$ cat config.mk
export PLATFORM = sky130hd
export DESIGN_NAME = reg_pipe_chain
export DESIGN_NICKNAME = d
export VERILOG_FILES = /design/src/rtl/reg_pipe_chain.sv
export SDC_FILE = /design/constraint.sdc
export NUM_CORES = 1
export LEC_CHECK = 0
export ABC_AREA = 0
export BUFFER_PORTS_ARGS = -buffer_cell sky130_fd_sc_hd__buf_2
export CAP_MARGIN = 10
export CORE_MARGIN = 5
export CORE_UTILIZATION = 59
export DETAILED_ROUTE_END_ITERATION = 6
export GPL_TIMING_DRIVEN = 0
export HOLD_SLACK_MARGIN = 0.08
export PLACE_DENSITY = 0.81
export SETUP_SLACK_MARGIN = 0.15
export SLEW_MARGIN = 20
export SYNTH_ARGS = -nofsm -noshare
export SYNTH_HDL_FRONTEND = slang
export SYNTH_SLANG_ARGS = --single-unit
$ cat constraint.sdc
create_clock -name CLK -period 3 [get_ports CLK]
set_input_delay 0.3 -clock CLK [delete_from_list [all_inputs] [get_ports CLK]]
set_output_delay 0.3 -clock CLK [all_outputs]
set_load 0.05 [all_outputs]
$ cat src/rtl/reg_pipe_chain.sv
// Elastic register pipeline with valid/ready handshake on both ends, a per-word
// transform applied at the input stage, a saturating transfer counter and a flush.
module reg_pipe_chain #(
  parameter int WIDTH = 8,
  parameter int DEPTH = 3,
  parameter int CNT_W = 16
) (
  input  logic             CLK,
  input  logic             RST,
  input  logic             FLUSH,
  input  logic [1:0]       MODE,
  input  logic             IN_VALID,
  output logic             IN_READY,
  input  logic [WIDTH-1:0] IN_DATA,
  output logic             OUT_VALID,
  input  logic             OUT_READY,
  output logic [WIDTH-1:0] OUT_DATA,
  output logic [CNT_W-1:0] XFER_CNT
);

  logic [DEPTH-1:0] stage_valid_reg;
  logic [WIDTH-1:0] stage_data_reg [DEPTH];
  logic [DEPTH-1:0] rdy;
  logic [CNT_W-1:0] xfer_cnt_reg;
  logic             in_fire;
  logic             out_fire;

  function automatic logic [WIDTH-1:0] xform(input logic [WIDTH-1:0] x, input logic [1:0] m);
    logic [WIDTH-1:0] r;
    r = x;
    case (m)
      2'd0: r = x;
      2'd1: r = ~x;
      2'd2: r = (&x) ? x : x + WIDTH'(1);
      2'd3: for (int i = 0; i < WIDTH; i++) r[i] = x[WIDTH-1-i];
      default: r = x;
    endcase
    return r;
  endfunction

  // A stage can take a word if it is empty or its own word is moving on.
  assign rdy[DEPTH-1] = !stage_valid_reg[DEPTH-1] | OUT_READY;
  for (genvar gi = 0; gi < DEPTH - 1; gi++) begin : g_rdy
    assign rdy[gi] = !stage_valid_reg[gi] | rdy[gi+1];
  end

  assign in_fire   = IN_VALID & rdy[0];
  assign out_fire  = stage_valid_reg[DEPTH-1] & OUT_READY;
  assign IN_READY  = rdy[0];
  assign OUT_VALID = stage_valid_reg[DEPTH-1];
  assign OUT_DATA  = stage_data_reg[DEPTH-1];
  assign XFER_CNT  = xfer_cnt_reg;

  always_ff @(posedge CLK or negedge RST) begin
    if (!RST) begin
      stage_valid_reg <= '0;
      for (int k = 0; k < DEPTH; k++) stage_data_reg[k] <= '0;
    end else begin
      if (FLUSH) begin
        stage_valid_reg[0] <= 1'b0;
      end else if (rdy[0]) begin
        stage_valid_reg[0] <= IN_VALID;
      end
      if (in_fire) stage_data_reg[0] <= xform(IN_DATA, MODE);

      for (int k = 1; k < DEPTH; k++) begin
        if (rdy[k]) begin
          stage_valid_reg[k] <= FLUSH ? 1'b0 : stage_valid_reg[k-1];
          stage_data_reg[k]  <= stage_data_reg[k-1];
        end else if (FLUSH) begin
          stage_valid_reg[k] <= 1'b0;
        end
      end
    end
  end

  // Output handshakes still count when they coincide with a flush.
  always_ff @(posedge CLK or negedge RST) begin
    if (!RST) begin
      xfer_cnt_reg <= '0;
    end else if (out_fire && !(&xfer_cnt_reg)) begin
      xfer_cnt_reg <= xfer_cnt_reg + CNT_W'(1);
    end
  end

endmodule

==> results.json <==
{
  "cp_max_fo": 6,
  "synthSimpleGateAreaFrac_pct": 18.7,
  "grt_pass1_vias": 1547,
  "worstSetupPathType": "reg -> reg",
  "crit_buf_inv": 0,
  "netlist_top_cells_count": "43 x dfrtp_1, 24 x nand2_1, 15 x nor2_1",
  "fin_area_um2": 2590,
  "avgSynthCellArea_um2": 10.4,
  "synthMuxAreaShare_pct": 10.2,
  "synth_fa_ha_area_share_pct": 1.12,
  "wire_per_inst_um": 14.0,
  "synth-compound-area-share_pct": 11.7,
  "synth-xor-area-share_pct": 5.11,
  "drcViolationCount": 0,
  "crit_path_top_delay_cell": "dfrtp_1",
  "core_area_um2": 3660,
  "skew_ns": 0.00648,
  "start_kind": "flip-flop",
  "chipWidth_um": 71.5,
  "endpoint_kind": "flip-flop",
  "stdcell_count": 308,
  "clkTransAtPathRegs_ns": 0.07,
  "max-slew-margin-rel_pct": 38.6,
  "synth_nets": 232,
  "firstDrtPassIters": 4,
  "yosysMostFrequentCell": "dfrtp_1",
  "hold_class": "in -> async",
  "setup_tns_ns": 0,
  "io_buffer_count": 37,
  "die_y_um": 71.5,
  "numClockSinks": 43,
  "synthToLayoutAreaGrowth_pct": 16.3,
  "syn_inst": 215,
  "ys_top_cells_by_area": "dfrtp_1 48%, xor2_1 4.7%, mux2_1 4.5%",
  "leakagePower_nw": 1.29,
  "required_ns": 3.18,
  "row_count": 22,
  "regArea_um2": 1080,
  "fillers": 286,
  "vdd_ir_drop_max_uv": 342,
  "synth_top_area_share_pct": 48.3,
  "diodes": 0,
  "crit_arrival_ns": 1.84,
  "cts_buffers": 5,
  "cts_tree": "built",
  "place_area_um2": 2470,
  "path_delay_family": "simple AND/OR/NAND/NOR gates",
  "synthArstFlopShare_pct": 100,
  "clockBufferDepth": 2,
  "die-area_um2": 5110,
  "cap_violations": 0,
  "first_iter_violations": 103,
  "synth_edf_count": 0,
  "synth_top_area_cell": "dfrtp_1",
  "h-tree-depth": 2,
  "place.gp.congestion": 0.892,
  "hpwl_mm": 3.20,
  "fin_util_pct": 70.8,
  "rsz0062_at_grt": "no",
  "drive_gt1_share_pct": 28.1,
  "cts-root-buf": "clkbuf_8",
  "synth_top_family_by_area": "simple AND/OR/NAND/NOR gates",
  "ys_ff_latch": 43,
  "final_nets": 276,
  "worst_path_largest_cell_delay_ns": 0.39,
  "drt-vias-per-instance": 5.73,
  "grt_max_degree": 44,
  "yosysWarnings": 0,
  "hold_viol_final": 0,
  "grt_util_all_layers_pct": 18.2,
  "vias": 1764,
  "post_cts_buffers": 0,
  "ys_seq_area_share_pct": 48.3,
  "ys.flop_type": "dfrtp_1",
  "syn_area_um2": 2230,
  "ctsHoldBuffers": 0,
  "path_cells": "ha_1, nand2_1, nor2_1, a21oi_2, mux2_1",
  "grt_overflow": 0,
  "wl_mm": 4.31,
  "drv_slew": 0,
  "powerDensity_nw_per_um2": 573,
  "route.antenna.remaining_nets": 0,
  "initial_utilization_pct": 60.9,
  "multi_input_area_um2": 1040,
  "setup_viol": 0,
  "ctsResizeCount": 0,
  "num_io_pins": 41,
  "place_inst": 300,
  "period_minus_slack_ns": 1.66,
  "grt_pass1_wl_mm": 7.36,
  "max_freq_ghz": 0.601,
  "fin_hold_ws_ns": 0.138,
  "fin_crit_sh_pct": 55.5,
  "status": "finished, final reports clean",
  "antenna_found_initial": 0,
  "synth.distinct_cells": 45,
  "worstSkewPairLatency_ns": 0.30,
  "worstMarginPinSlew_ns": 0.921
}
==> per-stage QoR <==
stage | power, mW | setup WS (ns)
after floorplan | 0.946 | 0.761
final | 1.49 | 1.34
after global placement | 1.03 | 1.33
after detailed placement | 1.04 | 1.35
after global routing | 1.56 | 1.24
after CTS | 1.50 | 1.35
==> cell families after synthesis <==
group	Yosys count
AOI/OAI and AO/OA	41
buffers and inverters	19
DFF	43
adders and majority gates	2
muxes	20
xor gates and xnor gates	13
and+or+nand+nor	77
==> worst register-to-register path: stages, from the launching register on <==
cell and delay, ns:
dfrtp_1 0.39, ha_1 0.23, nand2_1 0.10, nor2_1 0.35
a21oi_2 0.15, mux2_1 0.33
==> power breakdown <==
part	internal (mW)	total, mW	switching (mW)
Combinational	0.111	0.344	0.233
Sequential	0.642	0.680	0.0381
Clock	0.269	0.462	0.193
==> final timing paths <==
check                                        start                 end  slack, ns  cells after the start
min in group CLK                             FLUSH  stage_valid_reg[0]       0.18                      2
max in group asynchronous                      RST         XFER_CNT[2]       2.29                      1
worst min register to register  stage_data_reg[11]         OUT_DATA[3]       0.49                      1
worst max-delay path                   XFER_CNT[0]         XFER_CNT[1]       1.34                      5
worst min-delay path                           RST  stage_data_reg[16]       0.14                      1
worst max register to register         XFER_CNT[0]         XFER_CNT[1]       1.34                      5
==> metal layers <==
| metal | track usage [%] | vias to the layer above | wire length (um) |
|---|---|---|---|
| met2 | 26.5 | 64 | 1930 |
| met5 | 0 | - | 0 |
| met3 | 4.21 | 6 | 302 |
| met4 | 6.89 | 0 | 72 |
| met1 | 26.3 | 834 | 2010 |
| li1 | - | 860 | - |
==> cells in the final DEF (no fill, tap or decap), drive strengths merged, types with 3 or more instances in the layout <==
master  count
buf        51
dfrtp      43
nand2      24
mux2       18
nor2       15
xor2       12
a21oi      12
o21ai      11
clkbuf      9
nand4       8
and3        6
a31oi       5
nand3       5
nand2b      4
a41oi       3
and4        3
o311ai      3
nor3b       3
==> final cells by class <==
class	instances	area share (%)
Multi-Input combinational cell	153	40.3
Inverter	2	0.290
Buffer	17	3.96
Clock buffer	6	3.19
Sequential cell	43	41.5
Timing Repair Buffer	37	7.14
Clock inverter	2	1.35
Tap cell	48	2.32
(Power assumes the default switching activity.)
